## src/rtl/prog_loader.sv

```systemverilog
// Byte-stream program loader: LEN, ADDR, LEN data bytes [, CHK] become program memory writes.
// Define PROG_LOADER_CHECKSUM_EN to require a trailing XOR checksum byte (CHECK state).
module prog_loader #(
   parameter int DATA_SIZE = 8,
   parameter int ADDR_SIZE = 4
) (
   input  logic                 clk,
   input  logic                 rstn,
   input  logic                 START,
   input  logic [7:0]           BYTE_IN,
   input  logic                 BYTE_VALID,
   output logic                 BYTE_READY,
   output logic                 W,
   output logic [ADDR_SIZE-1:0] ADDR,
   output logic [DATA_SIZE-1:0] DATA_WR,
   output logic                 CORE_RSTN,
   output logic                 BUSY,
   output logic                 DONE,
   output logic                 ERR
);

   localparam int         CNT_W   = ADDR_SIZE + 1;
   localparam logic [8:0] MAX_LEN = 9'(2 ** ADDR_SIZE);

   typedef enum logic [2:0] {
      S_IDLE     = 3'd0,
      S_GET_LEN  = 3'd1,
      S_GET_ADDR = 3'd2,
      S_DATA     = 3'd3,
      S_WRITE    = 3'd4,
`ifdef PROG_LOADER_CHECKSUM_EN
      S_CHECK    = 3'd5,
`endif
      S_DONE     = 3'd6,
      S_ERROR    = 3'd7
   } state_t;

   state_t               r_state;
   state_t               w_next_state;
   logic [CNT_W-1:0]     r_cnt;
   logic [ADDR_SIZE-1:0] r_addr;
   logic [DATA_SIZE-1:0] r_data;
`ifdef PROG_LOADER_CHECKSUM_EN
   logic [7:0]           r_xor;
`endif

   logic w_accept;
   logic w_len_bad;
   logic w_last_word;

   assign w_accept    = BYTE_VALID && BYTE_READY;
   assign w_len_bad   = (BYTE_IN == 8'd0) || ({1'b0, BYTE_IN} > MAX_LEN);
   assign w_last_word = (r_cnt == CNT_W'(1));

   assign ADDR    = r_addr;
   assign DATA_WR = r_data;

   // NOTE: sequential state uses non-blocking (<=) so every register samples pre-edge values.
   always_ff @(posedge clk or negedge rstn) begin
      if (!rstn) begin
         r_state <= S_IDLE;
      end else begin
         r_state <= w_next_state;
      end
   end

   // NOTE: every output and the next state get a default first, so no path can infer a latch.
   always_comb begin
      w_next_state = r_state;
      BYTE_READY   = 1'b0;
      W            = 1'b0;
      BUSY         = 1'b1;
      CORE_RSTN    = 1'b0;
      DONE         = 1'b0;
      ERR          = 1'b0;
      case (r_state)
         S_IDLE: begin
            BUSY = 1'b0;
            if (START) w_next_state = S_GET_LEN;
         end
         S_GET_LEN: begin
            BYTE_READY = 1'b1;
            if (w_accept) w_next_state = w_len_bad ? S_ERROR : S_GET_ADDR;
         end
         S_GET_ADDR: begin
            BYTE_READY = 1'b1;
            if (w_accept) w_next_state = S_DATA;
         end
         S_DATA: begin
            BYTE_READY = 1'b1;
            if (w_accept) w_next_state = S_WRITE;
         end
         S_WRITE: begin
            W = 1'b1;
            if (w_last_word) begin
`ifdef PROG_LOADER_CHECKSUM_EN
               w_next_state = S_CHECK;
`else
               w_next_state = S_DONE;
`endif
            end else begin
               w_next_state = S_DATA;
            end
         end
`ifdef PROG_LOADER_CHECKSUM_EN
         S_CHECK: begin
            BYTE_READY = 1'b1;
            if (w_accept) w_next_state = (BYTE_IN == r_xor) ? S_DONE : S_ERROR;
         end
`endif
         S_DONE: begin
            BUSY      = 1'b0;
            CORE_RSTN = 1'b1;
            DONE      = 1'b1;
            if (START) w_next_state = S_GET_LEN;
         end
         S_ERROR: begin
            BUSY = 1'b0;
            ERR  = 1'b1;
            if (START) w_next_state = S_GET_LEN;
         end
         default: w_next_state = S_IDLE;
      endcase
   end

   // Datapath: word counter, write address/data and (optionally) the running XOR.
   always_ff @(posedge clk or negedge rstn) begin
      if (!rstn) begin
         r_cnt  <= '0;
         r_addr <= '0;
         r_data <= '0;
`ifdef PROG_LOADER_CHECKSUM_EN
         r_xor  <= '0;
`endif
      end else begin
         case (r_state)
            S_GET_LEN: begin
               if (w_accept) begin
                  r_cnt <= CNT_W'(BYTE_IN);
`ifdef PROG_LOADER_CHECKSUM_EN
                  r_xor <= BYTE_IN;
`endif
               end
            end
            S_GET_ADDR: begin
               if (w_accept) begin
                  r_addr <= BYTE_IN[ADDR_SIZE-1:0];
`ifdef PROG_LOADER_CHECKSUM_EN
                  r_xor  <= r_xor ^ BYTE_IN;
`endif
               end
            end
            S_DATA: begin
               if (w_accept) begin
                  r_data <= DATA_SIZE'(BYTE_IN);
`ifdef PROG_LOADER_CHECKSUM_EN
                  r_xor  <= r_xor ^ BYTE_IN;
`endif
               end
            end
            S_WRITE: begin
               r_addr <= r_addr + 1'b1;
               r_cnt  <= r_cnt - 1'b1;
            end
            default: ;
         endcase
      end
   end

endmodule

```

## config.mk

```make
export PLATFORM = sky130hd
export DESIGN_NAME = prog_loader
export DESIGN_NICKNAME = d
export VERILOG_FILES = /design/src/rtl/prog_loader.sv
export SDC_FILE = /design/constraint.sdc
export NUM_CORES = 1
export LEC_CHECK = 0
export CAP_MARGIN = 20
export CORE_MARGIN = 5
export CORE_UTILIZATION = 47
export DETAILED_ROUTE_END_ITERATION = 10
export PLACE_DENSITY = 0.84
export SYNTH_ARGS = -nofsm -noshare
export SYNTH_HDL_FRONTEND = slang
export SYNTH_SLANG_ARGS = --single-unit
```

## constraint.sdc

```tcl
create_clock -name clk -period 1.9 [get_ports clk]
set_input_delay 0.475 -clock clk [delete_from_list [all_inputs] [get_ports clk]]
set_output_delay 0.475 -clock clk [all_outputs]
set_load 0.01 [all_outputs]
```

### Yosys cells after proc, flatten, opt, wreduce, memory -nomap -nowiden

Index checks and enable logic that the tools add are counted.
Widths: inputs -> output; s select.

| storage, ports and cells | value |
|---|---|
| bits in registers | 20 |
| bits in latches | 0 |
| memory bits (writable) | 0 |
| bits in read-only memories | 0 |
| input port bits | 12 |
| output and inout bits | 18 |
| word-level logic and storage cells | 46 |
| memories kept | 0 |

| operators by class | value |
|---|---|
| add/subtract/negate cells | 2 |
| $mul | 0 |
| divide/modulo/power cells | 0 |
| $lt $le $gt $ge | 1 |
| equality and inequality tests | 11 |
| shift operators | 0 |
| multiplexer cells | 16 |
| bitwise logic cells | 0 |
| reduce and logical (&&, ||, !) cells | 12 |

Operators by type and width:

| cell | number |
|---|---|
| $mux 3 | 6 |
| $pmux 3 s5 | 1 |
| $pmux 5 s2 | 1 |
| $eq 3x3->1 const B | 3 |
| $gt 8x5->1 const B | 1 |
| $logic_not 8->1 | 1 |
| $pmux 4 s2 | 1 |
| $eq 3x2->1 const B | 2 |
| $ne 2x2->1 const B | 3 |
| $reduce_and 2->1 | 3 |
| $reduce_or 3->1 | 2 |
| $eq 5x1->1 const B | 1 |
| $mux 1 | 5 |
| $mux 5 | 1 |
| $sub 5x1->5 const B | 1 |
| $add 4x1->4 const B | 1 |
| $mux 4 | 1 |
| $reduce_and 4->1 | 1 |
| $reduce_bool 2->1 | 2 |
| $eq 3x1->1 const B | 1 |
| $logic_not 3->1 | 1 |
| $ne 2x1->1 const B | 1 |
| $logic_and 1x1->1 | 1 |
| $logic_or 1x1->1 | 1 |

### Longest topological paths before layout

| logic depth | value |
|---|---|
| depth after elaboration | 6 |
| gate-level depth with buffers | 6 |

### Least setup slack after synthesis

OpenSTA, ideal clock, no wires.

| timing | value |
|---|---|
| kind | reg2out |
| start | register r_state[2] |
| end | output DONE |
| arrival time | 1.149 ns |
| data required time | 1.425 ns |
| slack | 0.276 ns |
| cell stages (with the launch flop) | 6 |
| path through | dfrtp_1 > buf_4 > clkbuf_1 > nand2_1 > nor2_1 > buf_4 |

| between the ends | value |
|---|---|
| word-level cells in the longest chain between the ends | 2 |

Ends and longest elaborated chain:

| element | line | source |
|---|---|---|
| start: declaration | 38 | `state_t r_state;` |
| start signal: assignment | 63 | `r_state <= w_next_state;` |
| $eq 3x3->1 | - |  |
| $mux 1 | - |  |
| end: declaration | 18 | `output logic DONE,` |

No other way between the ends.

### Final worst setup path

| timing | value |
|---|---|
| start | register r_addr[0] (netlist: ADDR[0]) |
| end | output ADDR[0] |

RTL lines:

| element | line | source |
|---|---|---|
| start: declaration | 41 | `logic [ADDR_SIZE-1:0] r_addr;` |
| start signal: assignment | 147 | `r_addr <= BYTE_IN[ADDR_SIZE-1:0];` |
| start signal: assignment | 162 | `r_addr <= r_addr + 1'b1;` |
| end: declaration | 14 | `output logic [ADDR_SIZE-1:0] ADDR,` |

No word-level cell between the ends.

==> impl_results.md <==
- Fraction of power consumed by combinational cells: 0.532
- Cells after Synth: 111
- Std-Cell Core Area: 2230 sq um
- Measured slew at the worst slew-check pin: 371 ps
- Proportion of total power due to net switching: 0.370
- Post-Place Cells: 173
- Clock tree skew after final layout: 12.1 ps
- Most frequent cells after synthesis: sky130_fd_sc_hd__dfrtp_1 (20), sky130_fd_sc_hd__nor2_1 (10), sky130_fd_sc_hd__mux2_2 (9), sky130_fd_sc_hd__a21oi_1 (8), sky130_fd_sc_hd__o21ai_0 (8)
- Clock transition time at the flip-flop clock pins of the worst setup and hold paths: 120 ps
- Number of distinct library cell variants in the gate-level netlist after synthesis: 37
- Synthesis-to-finish area growth: 38.6%
- Data required time of the critical path: 1420 ps
- Worst slew margin relative to its limit: 0.749
- Number of CTS-inserted buffers: 3
- Worst setup slack for register-to-register paths: 320 ps
- Family with the most delay on the worst path: buffers and inverters
- Global-route total usage across every layer: 0.182
- CTS Hold Bufs: 0
- Path class of the lowest-slack min-delay path: input pin to asynchronous set/reset pin
- Drc violations: 0
- Cells along the critical path: clkdlybuf4s50_1
- Overall die area: 3440 sq um
- Starting DRT DRC Count: 36
- Setup repair after global routing missed its margin: true
- Cell accounting for the most synthesized area: sky130_fd_sc_hd__dfrtp_1
- Post-layout min period: 1830 ps
- Post-route total power: 2.47 mW
- Number of antenna violations at the first check in global routing: 0
- Total detailed-routing wirelength: 2.84 mm
- Final GP Congestion: 0.866
- Worst supply voltage drop on vdd: 0.978 mV
- Number of cells on the worst reg-to-reg path: 6
- Filler-free cell count of the finished design: 177
- Syn_nets: 126
- Pin count of the biggest net entering global routing: 21
- HPWL after DPL: 2.19 mm
- Ant. Diodes: 0
- Max Cap Violations: 0
- Cell area after technology mapping: 1110 sq um
- Antenna viol nets, final: 0
- Launching element type of the critical path: flop
- Fin crit share: 0.965
- Number of logic stages on the critical path including buffering: 1
- Arrival @ worst endpoint: 1360 ps
- Yosys warning count: 0
- TritonCTS Sinks: 20
- Cell chosen for the clock root: sky130_fd_sc_hd__clkbuf_4
- Final standard cell utilization of the core: 0.690
- Biggest fanout along the worst timing path: 6
- Count of nets after finishing: 165
- Initial standard-cell utilization of the core: 0.497
- WHS: 492 ps
- Upper clock frequency limit: 0.545 GHz
- Total number of vias: 999
- Count of input and output buffers: 29
- Number of placed I/O pins: 30
- Remaining Overflow, GRT: 0
- Final Instance Area: 1540 sq um
- Vias per std cell: 5.64
- Die Height: 58.6 um
- Routed WL per cell: 16.0 um
- Number of optimization iterations in the first detailed-route pass: 5
- Power Density: 1600 nW/um^2
- Final count of pins violating max slew: 0
- Sequential-to-total area share from yosys stat: 0.450
- Vias in the first global route: 991
- Final count of hold timing violations: 0
- CTS tree: yes
- Rows: 17
- Largest stage delay on the critical path: 580 ps
- Setup violators final: 0
- Design internal power: 1.55 mW
- Sequential fraction of design power: 0.325
- Wire length of the first global-routing pass: 4.73 mm
- Top cells by area in the synthesized netlist: sky130_fd_sc_hd__dfrtp_1 (45%), sky130_fd_sc_hd__mux2_2 (9.1%), sky130_fd_sc_hd__a21oi_1 (3.6%)
- Crit end category: primary output
- Post-synth EDFFs: 0
- H-tree lvl count: 1
- Async set-or-reset flop fraction in the synthesized netlist: 1.00
- Most used flip-flop cell after synthesis: sky130_fd_sc_hd__dfrtp_1
- Switching power: 913 uW
- Yosys reg bits: 20
- Outcome: finished, final reports clean
- Overall die width: 58.6 um
- LEAKAGE: 0.671 nW
- Mean area per synthesized cell: 10.0 sq um
- Placed cell area: 1480 sq um
- Area share of the leading cell type in the synthesized netlist: 0.450
- Worst-path cell with the longest stage delay: sky130_fd_sc_hd__clkdlybuf4s50_1
- Clock group share of total power: 0.143
- Crit path buffers/inverters: 1
- Maximum buffer depth of the clock tree: 2
- Fraction of layout cells with a size suffix above 1: 0.215
- Worst-Skew Late Latency: 310 ps
- Dominant cell by count in the synthesized netlist: sky130_fd_sc_hd__dfrtp_1
- Critical path start-end classification: flop to primary output
==> state kept, by name, indices dropped and copies added, names as in the netlist <==
name and count:
r_cnt 5, DATA_WR 8, r_state 3, ADDR 4
==> power by group through the flow <==
stage / logic (mW) / registers [mW] / clock network (mW)
floorplan: 0.683 / 0.843 / 0
global placement: 1.27 / 0.787 / 0
detailed placement: 1.34 / 0.804 / 0
CTS: 1.32 / 0.798 / 0.359
global route: 1.44 / 0.830 / 0.381
finish: 1.31 / 0.801 / 0.352
==> routing by layer <==
layer  global-route usage  wire length (um)  vias up  part of all wire
met2                0.317              1560       22              0.55
met5                    0                 0        -                 0
met3               0.0285                98        5             0.035
li1                     -                 -      482                 -
met1                0.228              1140      490              0.40
met4               0.0647                42        0             0.015
==> stage by stage <==
stage / setup TNS [ps] / setup WS, ps
final: 0 / 65.8
after global routing: -97.4 / -39.8
after CTS: 0 / 1.57
after detailed placement: -308 / -190
after global placement: -129 / -88.5
after floorplan: 0 / 276
==> cell families (layout without fill, tap and decap cells) <==
kind of cell | Yosys count | in the layout | synth area share
AO/OA/AOI/OAI | 26 | 26 | 0.146
buffers and inverters | 11 | 49 | 0.0529
adder cells (fa/ha/maj) | 3 | 3 | 0.0338
flip-flops | 20 | 20 | 0.450
AND/OR/NAND/NOR | 38 | 38 | 0.191
multiplexers | 11 | 11 | 0.109
XOR/XNOR | 2 | 2 | 0.0158
==> final timing paths <==
path | to | startpoint
min reg2reg | DATA_WR[6]$_DFFE_PN0P_ | DATA_WR[6]$_DFFE_PN0P_
max in group asynchronous | r_state[0]$_DFFE_PN0P_ | rstn
min | DATA_WR[2]$_DFFE_PN0P_ | rstn
max reg2reg | r_cnt[0]$_DFFE_PN0P_ | r_state[2]$_DFFE_PN0P_
max | ADDR[0] | ADDR[0]$_DFFE_PN0P_
min in group clk | DATA_WR[6]$_DFFE_PN0P_ | DATA_WR[6]$_DFFE_PN0P_
==> what timing repair did <==
| item | 4_1_cts | 5_1_grt |
|---|---|---|
| setup endpoints to repair | 6 | 5 |
| buffers inserted | 0 | 0 |
| gates cloned | 0 | 0 |
| gates resized for setup | 9 | 3 |
==> layout make-up <==
type	count	area (sq um)
Sequential cell	20	500
Inverter	5	20.0
Fill cell	177	693
Timing Repair Buffer	40	369
Clock buffer	3	22.5
Clock inverter	1	30.0
Tap cell	28	35.0
Multi-Input combinational cell	80	563
==> cell usage in the layout, fill, tap and decap left out, drive strengths merged, types with 3 or more instances in the layout <==
cell and count:
ha 3, mux2 9, nor2 10, nor3 3
dfrtp 20, dlygate4sd2 5, nand2 7, nand3 3
clkbuf 4, clkdlybuf4s50 23, o21ai 9, buf 11
inv 4, nand4 3, a21oi 8
Power figures use the tool's default switching activity.
